==> src/rtl/scan_pkg.sv <==
// scan_pkg: shared definitions for the channel scanner.
//   scan_state_t    - scanner FSM states (IDLE, SCAN, DONE)
//   DEFAULT_SETTLE  - default number of extra settle cycles per channel
//   NUM_CHANNELS    - channels behind the downstream 4:1 mux
//   cnt_width()     - dwell counter width for a given settle value (min 1 bit)
package scan_pkg;

  typedef enum logic [1:0] {
    IDLE = 2'd0,
    SCAN = 2'd1,
    DONE = 2'd2
  } scan_state_t;

  localparam int DEFAULT_SETTLE = 2;
  localparam int NUM_CHANNELS   = 4;

  // $clog2(1) is 0, so a settle of 0 still needs a one-bit counter.
  function automatic int cnt_width(input int settle);
    return (settle > 0) ? $clog2(settle + 1) : 1;
  endfunction

endpackage

==> src/rtl/channel_scanner_settle_counter.sv <==
// settle_counter: dwell counter for one mux channel slot.
// Ports:
//   clk      in  clock
//   rst_n    in  asynchronous active-low reset
//   clear    in  synchronous clear to 0 (wins over enable)
//   enable   in  count up by one
//   terminal out high while the count equals SETTLE
module settle_counter
  import scan_pkg::*;
#(
  parameter int SETTLE = DEFAULT_SETTLE
) (
  input  logic clk,
  input  logic rst_n,
  input  logic clear,
  input  logic enable,
  output logic terminal
);

  localparam int W = cnt_width(SETTLE);
  localparam logic [W-1:0] TERM = W'(SETTLE);
  localparam logic [W-1:0] ONE  = W'(1);

  logic [W-1:0] count_r;

  // Dwell count register: clear has priority over counting.
  always_ff @(posedge clk or negedge rst_n) begin
    if (!rst_n) begin
      count_r <= '0;
    end else if (clear) begin
      count_r <= '0;
    end else if (enable) begin
      count_r <= count_r + ONE;
    end else begin
      count_r <= count_r;
    end
  end

  assign terminal = (count_r == TERM);

endmodule

==> src/rtl/channel_scanner.sv <==
// channel_scanner: steps a 4:1 mux select through all channels, holds each
// select for SETTLE+1 cycles, samples w on the last cycle of each slot and
// presents the four samples as one word through a valid/ready handshake.
// Ports:
//   clk    in  clock
//   rst_n  in  asynchronous active-low reset
//   start  in  request one scan (only looked at in IDLE)
//   w      in  mux output, synchronous to clk
//   s0,s1  out mux select, straight from the select register
//   busy   out high in SCAN and DONE
//   data   out captured word, bit i = w seen with select i
//   valid  out data holds a completed scan
//   ready  in  consumer takes data when valid && ready
module channel_scanner
  import scan_pkg::*;
#(
  parameter int SETTLE = DEFAULT_SETTLE
) (
  input  logic       clk,
  input  logic       rst_n,
  input  logic       start,
  input  logic       w,
  output logic       s0,
  output logic       s1,
  output logic       busy,
  output logic [3:0] data,
  output logic       valid,
  input  logic       ready
);

  scan_state_t state_r;
  logic [1:0]  sel_r;
  logic [3:0]  data_buf_r;
  logic [3:0]  buf_next_s;
  logic        terminal_s;
  logic        cnt_clear_s;
  logic        cnt_enable_s;

  // The counter only runs in SCAN and restarts at every capture, so it is
  // already zero on the first SCAN cycle of each channel.
  assign cnt_enable_s = (state_r == SCAN);
  assign cnt_clear_s  = (state_r != SCAN) || terminal_s;

  settle_counter #(
    .SETTLE (SETTLE)
  ) u_settle (
    .clk      (clk),
    .rst_n    (rst_n),
    .clear    (cnt_clear_s),
    .enable   (cnt_enable_s),
    .terminal (terminal_s)
  );

  // Buffer with the current sample merged in; used so the final channel
  // reaches data on the same edge it is captured.
  always_comb begin
    buf_next_s        = data_buf_r;
    buf_next_s[sel_r] = w;
  end

  // Select goes to the mux without any decode so it cannot glitch.
  assign s0 = sel_r[0];
  assign s1 = sel_r[1];

  // Scanner FSM with registered busy/valid/data.
  always_ff @(posedge clk or negedge rst_n) begin
    if (!rst_n) begin
      state_r    <= IDLE;
      sel_r      <= 2'd0;
      data_buf_r <= 4'd0;
      data       <= 4'd0;
      valid      <= 1'b0;
      busy       <= 1'b0;
    end else begin
      case (state_r)
        IDLE: begin
          if (start) begin
            state_r <= SCAN;
            sel_r   <= 2'd0;
            busy    <= 1'b1;
          end else begin
            state_r <= IDLE;
          end
        end
        SCAN: begin
          if (terminal_s) begin
            data_buf_r <= buf_next_s;
            if (sel_r == 2'd3) begin
              state_r <= DONE;
              valid   <= 1'b1;
              data    <= buf_next_s;
            end else begin
              sel_r <= sel_r + 2'd1;
            end
          end else begin
            state_r <= SCAN;
          end
        end
        DONE: begin
          // start is deliberately ignored here, even on the accept edge.
          if (valid && ready) begin
            state_r <= IDLE;
            valid   <= 1'b0;
            busy    <= 1'b0;
            sel_r   <= 2'd0;
          end else begin
            state_r <= DONE;
          end
        end
        default: begin
          state_r <= IDLE;
          sel_r   <= 2'd0;
          valid   <= 1'b0;
          busy    <= 1'b0;
        end
      endcase
    end
  end

endmodule

==> config.mk <==
export PLATFORM = sky130hd
export DESIGN_NAME = channel_scanner
export DESIGN_NICKNAME = d
export VERILOG_FILES = /design/src/rtl/scan_pkg.sv /design/src/rtl/channel_scanner_settle_counter.sv /design/src/rtl/channel_scanner.sv
export SDC_FILE = /design/constraint.sdc
export NUM_CORES = 1
export LEC_CHECK = 0
export BUFFER_PORTS_ARGS = -buffer_cell sky130_fd_sc_hd__buf_2
export CORE_MARGIN = 3
export CORE_UTILIZATION = 53
export CTS_CLUSTER_SIZE = 20
export DETAILED_ROUTE_END_ITERATION = 10
export GPL_ROUTABILITY_DRIVEN = 0
export PLACE_DENSITY_LB_ADDON = 0.08
export REMOVE_ABC_BUFFERS = 1
export SETUP_SLACK_MARGIN = 0.5
export SYNTH_ARGS = -nofsm -noshare
export SYNTH_HDL_FRONTEND = slang
export SYNTH_SLANG_ARGS = --single-unit
==> constraint.sdc <==
create_clock -name clk -period 1.7 [get_ports clk]
set_clock_uncertainty 0.05 [all_clocks]
set_input_delay 0.17 -clock clk [delete_from_list [all_inputs] [get_ports clk]]
set_output_delay 0.17 -clock clk [all_outputs]
set_load 0.005 [all_outputs]
==> results.tsv, run 1 <==
metric	value	unit
cp-start-kind	flip-flop	
wire_per_inst	15.2	um
dr_total_vias	612	
grt_util_all_layers	17.8	%
worstPathRequired	1820	ps
fin_crit_sh	82.4	%
core	0.00138	sq mm
slew_headroom	75.7	%
critPathLaunch	u_settle.count_r[0]	
utilization	81.6	%
globalRoute.totalOverflow	0	
antenna_found_initial	0	
fin_nets	110	
dr.pass1.iters	3	
worst_pin_slew	364	ps
layout_common_cells	dfrtp_1, buf_2, nand2_2	
worstPathArrival	1520	ps
synth_top_area_cell	dfrtp_1	
drive_gt1_share	60.4	%
synth_edf_count	0	
htreeDepth	1	
drc	0	
drt-initial-drc-count	14	
ir_drop	1040	uV
place_area	891	sq um
hold_viol	0	
layout_commonest_cell	dfrtp_1	
setup_viol	0	
avgSynthCellArea	11.2	sq um
wl	1690	um
regArea	405	sq um
hold_path.class	in -> reg	
die_h	45.5	um
p_leak	0.510	nW
grt_pass1_wl	2570	um
ys_seq_elements	16	
worstSetupPathType	reg -> reg	
total_power	0.00180	W
clock_latency	280	ps
yosysWarnings	0	
yosysSeqAreaShare	48.3	%
synthDistinctLibCells	24	
root_buffer	clkbuf_4	
cts_inserted_buffers	3	
synth_area	828	sq um
io_buffers	12	
p_per_area	1600	mW/mm^2
io_pins	13	
fmax	714	MHz
die-area	0.00207	sq mm
path_clk_slew	90	ps
synth_top_area_share	48.3	%
period_minus_slack	1400	ps
dp_slack	289	ps
grt_pass1_vias	568	
slew_violations	0	
cts_tree	done	
synthCells	74	
path_max_fanout	4	
initial_core_util	59.9	%
end_kind	flip-flop	
viasPerCell	5.51	
final_area	0.00113	sq mm
reg2reg_from	u_settle.count_r[0]	
area_growth	36.3	%
postSynth.asyncResetShare	100	%
numClockSinks	16	
rows	13	
setup_tns	0	ps
rsz0062_at_grt	yes	
fillCellCount	75	
hpwl	1060	um
hold_start	start	
synthFlopType	dfrtp_1	
diodes	0	
setup_ws	299	ps
grt_max_degree	17	
synth.top_cells.by_area	dfrtp_1, ha_1, mux2i_1	
clk_path_buf_depth	2	
multi_input_area	527	sq um
cap_violations	0	
status	completed	
final_antenna_net_count	0	
die_x	45.5	um
==> final timing paths <==
check                                       to  slack, ps  depth (start not counted)
max reg2reg                      data_buf_r[0]        300                          5
max in group asynchronous           state_r[1]       1050                          2
min reg2reg                u_settle.count_r[0]        400                          1
max                              data_buf_r[0]        300                          5
min in group asynchronous              data[0]        270                          2
min                                 state_r[0]        110                          3
==> metrics by stage <==
stage | cells | hold slack [ps]
floorplan | 72 | -176
global placement | 99 | 51.9
detailed placement | 99 | 53.5
CTS | 109 | 113
global route | 111 | 115
finish | 111 | 107
==> cell families (layout without fill, tap and decap cells) <==
| kind of cell | count (synthesis) | in the layout | synth area share, % |
|---|---|---|---|
| AOI/OAI and AO/OA | 9 | 9 | 8.16 |
| DFF | 16 | 16 | 48.3 |
| muxes | 10 | 10 | 12.8 |
| adders and majority gates | 7 | 7 | 10.6 |
| and+or+nand+nor | 27 | 27 | 16.8 |
| buffers and inverters | 5 | 27 | 3.32 |
==> routing by layer <==
layer / global-route usage [%] / routed length, um / vias to the layer above
li1: - / - / 301
met1: 25.6 / 825 / 295
met2: 25.9 / 764 / 14
met3: 3.56 / 71 / 2
met4: 7.02 / 25 / 0
met5: 0 / 0 / -
==> synthesized netlist by cell type, types with 2 or more instances <==
cell / instances
dfrtp_1: 16
nand2_1: 12
ha_1: 7
mux2i_1: 5
o21ai_0: 5
mux2_1: 4
inv_1: 3
nor2b_1: 3
nor3_1: 3
nand2b_1: 2
==> critical path, cell delays in order (launching register included) <==
cell,delay (ps)
dfrtp_1,390
inv_2,90
ha_4,140
and3b_2,250
nand2_2,70
mux2_4,300
==> where the power goes <==
group / internal [W] / switching [W] / total, W
Combinational: 0.000525 / 0.000371 / 0.000897
Sequential: 0.000548 / 0.000159 / 0.000707
Clock: 0.0000823 / 0.000115 / 0.000197
==> state kept, by name (all words and copies together) (netlist names) <==
name and flops:
data 4, data_buf_r 4, sel_r 2, state_r 2, u_settle.count_r 2, busy 1, valid 1
==> final cells by class <==
type	count	share of cell area [%]
Multi-Input combinational cell	53	46.7
Inverter	3	0.998
Tap cell	15	1.66
Clock buffer	3	2.00
Timing Repair Buffer	21	12.7
Sequential cell	16	35.9
==> timing repair <==
item,in CTS,in global routing
gates cloned,0,0
endpoints found under the setup margin,11,12
hold buffers,1,0
gates resized for setup,17,27
hold endpoints to repair,16,0
setup buffers,6,2
pin swaps,6,7
No activity file was read; power rests on OpenSTA's default activity.
==> run 2: changes to the inputs <==
==> constraint.sdc (replaced) <==
create_clock -name clk -period 1.3 [get_ports clk]
set_clock_uncertainty 0.05 [all_clocks]
set_input_delay 0.13 -clock clk [delete_from_list [all_inputs] [get_ports clk]]
set_output_delay 0.13 -clock clk [all_outputs]
set_load 0.005 [all_outputs]
==> results.tsv, run 2 (synthesis gave the netlist of run 1 again) <==
metric	value	unit
violations	setup timing	
hpwl	1110	um
use_met3	3.95	%
cp-start-kind	flip-flop	
hold_viol	0	
drc	0	
grt_max_degree	17	
cts_tree	done	
worstPathArrival	1610	ps
drive_gt1_share	69.4	%
dp_cells	105	
slew_violations	0	
r2r-end	data_buf_r[1]	
reg2regPathDepth	5	
viasPerCell	6.07	
whs	101	ps
largest_registers	data: 4 flops, data_buf_r: 4 flops	
die_x	45.5	um
end_kind	flip-flop	
cts_inserted_buffers	3	
clock_latency	310	ps
core	0.00138	sq mm
grtUsageMet2	42.1	%
numClockSinks	16	
wire_per_inst	22.0	um
final_antenna_net_count	0	
min_path_cells	3	
worstSetupPathType	reg -> reg	
r2r_setup_slack	-170	ps
path_clk_slew	110	ps
fmax	682	MHz
setup_ws	-167	ps
area_growth	57.9	%
rows	13	
grt_pass1_vias	740	
setup_viol	13	
dr.pass1.iters	4	
cap_violations	0	
setup_tns	-1450	ps
status	finished, violations left	
grt_busiest_layer	met2	
worst_pin_slew	367	ps
initial_core_util	59.9	%
slew_headroom	75.5	%
dr_total_vias	765	
htreeDepth	1	
grt_pass1_wl	3550	um
p_leak	0.605	nW
die-area	0.00207	sq mm
drt-initial-drc-count	23	
diodes	0	
rsz0062_at_grt	yes	
hold_start	start	
wl	2770	um
fin_crit_sh	113	%
critPathLaunch	u_settle.count_r[0]	
reg2reg_from	u_settle.count_r[0]	
die_h	45.5	um
p_per_area	2340	mW/mm^2
io_buffers	12	
use_met1	31.0	%
root_buffer	clkbuf_4	
io_pins	13	
path_max_fanout	4	
fin_nets	124	
clk_path_buf_depth	2	
globalRoute.totalOverflow	0	
antenna_found_initial	0	
layout_common_cells	dfrtp_1, buf_4, buf_6	
worstPathRequired	1440	ps
hold_path.class	in -> reg	
final_cells	126	
ir_drop	1700	uV
period_minus_slack	1470	ps
grt_util_all_layers	24.4	%
holdPathEnd	state_r[0]	
dp_slack	-128	ps
run 2: layout make-up:
| cell class | count | area (sq um) |
|---|---|---|
| inverters | 3 | 11.3 |
| fillers | 39 | 75.1 |
| repair buffers | 35 | 282 |
| multi-input cells | 53 | 556 |
| well taps | 15 | 18.8 |
| clock buffers | 4 | 36.3 |
| flip-flops and latches | 16 | 404 |
run 2: worst max-delay path by stage:
| stage | endpoint | slack [ps] | depth (start not counted) |
|---|---|---|---|
| after global placement | data_buf_r[0] | -90 | 5 |
| after CTS | data_buf_r[3] | -70 | 4 |
| after global routing | data_buf_r[0] | -160 | 5 |
| final | data_buf_r[1] | -170 | 5 |
| after detailed placement | sel_r[0] | -130 | 4 |
| after floorplan | data_buf_r[0] | -40 | 5 |
run 2: metal layers:
| metal | wire, um | share of wire, % |
|---|---|---|
| met3 | 140 | 5.1 |
| met1 | 1190 | 43 |
| met2 | 1370 | 50 |
| met4 | 64 | 2.3 |
| met5 | 0 | 0 |
run 2: through the flow:
stage          utilization [%]  total power, W  instance area (sq um)
6_report                  94.6         0.00306                   1310
5_1_grt                   94.6         0.00321                   1310
4_1_cts                   86.3         0.00260                   1190
3_5_place_dp              67.7         0.00169                    936
3_3_place_gp              67.7         0.00164                    936
2_1_floorplan                -         0.00134                    812
run 2: repair_timing:
| item | CTS | global route |
|---|---|---|
| pin swaps | 13 | 4 |
| gates cloned | 0 | 0 |
| setup endpoints to repair | 24 | 24 |
| endpoints found under the hold margin | 16 | 0 |
| buffers inserted | 10 | 6 |
| hold buffers | 1 | 0 |
| gates resized for setup | 39 | 19 |
run 2: critical path, cell delays in order, from the launching register on:
cell	delay, ps
dfrtp_1	430
inv_2	100
ha_4	140
and3b_2	250
nand2_2	80
mux2_4	300
run 2: where the power goes:
| part | switching, W | internal [W] |
|---|---|---|
| combinational | 0.000762 | 0.00103 |
| sequential | 0.000202 | 0.000714 |
| clock | 0.000186 | 0.000171 |
==> run 3: changes to the inputs <==
--- a/config.mk
+++ b/config.mk
@@ -11,7 +11,7 @@
 export CTS_CLUSTER_SIZE = 20
 export DETAILED_ROUTE_END_ITERATION = 10
 export GPL_ROUTABILITY_DRIVEN = 0
-export PLACE_DENSITY_LB_ADDON = 0.08
+export PLACE_DENSITY = 0.75
 export REMOVE_ABC_BUFFERS = 1
 export SETUP_SLACK_MARGIN = 0.5
 export SYNTH_ARGS = -nofsm -noshare
==> results.tsv, run 3 (synthesis gave the netlist of run 1 again) <==
metric	value	unit
cap_violations	0	
die-area	0.00207	sq mm
crit_chain	ha_4, and3b_2, nand2_1, mux2_4	
p_leak	0.572	nW
io_pins	13	
cp_slowest_stage_delay	440	ps
layout_common_cells	dfrtp_1, buf_2, buf_6	
worst_pin_slew	372	ps
crit_slowest_cell	dfrtp_1	
initial_core_util	59.9	%
rows	13	
hpwl	1130	um
slew_violations	0	
wire_per_inst	19.5	um
fin_nets	117	
reg2reg_from	u_settle.count_r[1]	
period_minus_slack	1420	ps
worstPathArrival	1560	ps
critPathCapture	data_buf_r[0]	
root_buffer	clkbuf_4	
drive_gt1_share	64.4	%
status	finished, violations left	
clock_latency	290	ps
viasPerCell	5.96	
ir_drop	1560	uV
worstSetupPathType	reg -> reg	
drc	0	
diodes	0	
path_clk_slew	100	ps
utilization	90.7	%
io_buffers	12	
dp_cells	105	
die_x	45.5	um
critPathLaunch	u_settle.count_r[1]	
drt-initial-drc-count	12	
cts_inserted_buffers	3	
grt_max_degree	17	
worstPathRequired	1430	ps
core	0.00138	sq mm
reg2regPathDepth	4	
htreeDepth	1	
grt_pass1_wl	3260	um
antenna_found_initial	0	
cp-start-kind	flip-flop	
numClockSinks	16	
grt_pass1_vias	680	
final_cells	119	
r2r-end	data_buf_r[0]	
end_kind	flip-flop	
setup_viol	9	
fmax	702	MHz
hold_viol	0	
slew_headroom	75.2	%
rsz0062_at_grt	yes	
p_per_area	2120	mW/mm^2
largest_registers	data: 4 flops, data_buf_r: 4 flops	
setup_ws	-124	ps
area_growth	51.4	%
dr_total_vias	709	
hold_path.class	in -> reg	
grt_util_all_layers	22.2	%
wl	2330	um
dr.pass1.iters	4	
r2r_setup_slack	-120	ps
path_max_fanout	4	
layout_commonest_cell	dfrtp_1	
globalRoute.totalOverflow	0	
clk_path_buf_depth	2	
violations	setup timing	
final_antenna_net_count	0	
die_h	45.5	um
fin_crit_sh	110	%
cts_tree	done	
## run 3: metrics by stage
stage | power [W] | hold WS (ps) | cell area, sq um | setup WS [ps] | TNS [ps]
2_1_floorplan | 0.00134 | -216 | 812 | -44.9 | -206
3_3_place_gp | 0.00163 | 9.03 | 936 | -89.5 | -416
3_5_place_dp | 0.00168 | 15.9 | 936 | -129 | -756
4_1_cts | 0.00235 | 68.0 | 1160 | -72.5 | -303
5_1_grt | 0.00280 | 84.9 | 1250 | -148 | -969
6_report | 0.00266 | 68.2 | 1250 | -124 | -687
## run 3: what timing repair did
item,in CTS,in global routing
buffers inserted,6,3
hold buffers,1,0
gates resized for setup,37,18
endpoints found under the hold margin,16,0
pin swaps,9,8
endpoints found under the setup margin,24,24
## run 3: critical path, delay by kind of cell, from the launching register on
family	cells	cell delay, ps
mux	1	300
fa+ha+maj	1	200
flops	1	440
simple gates	2	320
## run 3: report_power, final
part	leakage [nW]	internal (W)	switching, W
registers	0.180	0.000717	0.000210
clock network	0.0210	0.000171	0.000159
logic	0.371	0.000786	0.000618
## run 3: area by class of cell
type | count | area [sq um]
clock buffer | 4 | 36.3
fill | 61 | 129
inverter | 3 | 11.3
multi-input combinational | 53 | 557
sequential | 16 | 405
tap | 15 | 18.8
timing repair buffer | 28 | 225
## run 3: worst min-delay path by stage
stage,start,endpoint,cells past startpoint
after detailed placement,rst_n,data[2],1
after global routing,start,state_r[0],3
final,start,state_r[0],3
after floorplan,rst_n,busy,0
after CTS,start,state_r[0],3
after global placement,rst_n,data[3],1
## run 3: metal layers
metal	global-route usage, %	vias up	part of all wire [%]
li1	-	321	-
met1	29.3	347	40
met2	38.4	33	52
met3	2.37	8	4.9
met4	5.26	0	3.1
met5	0	-	0
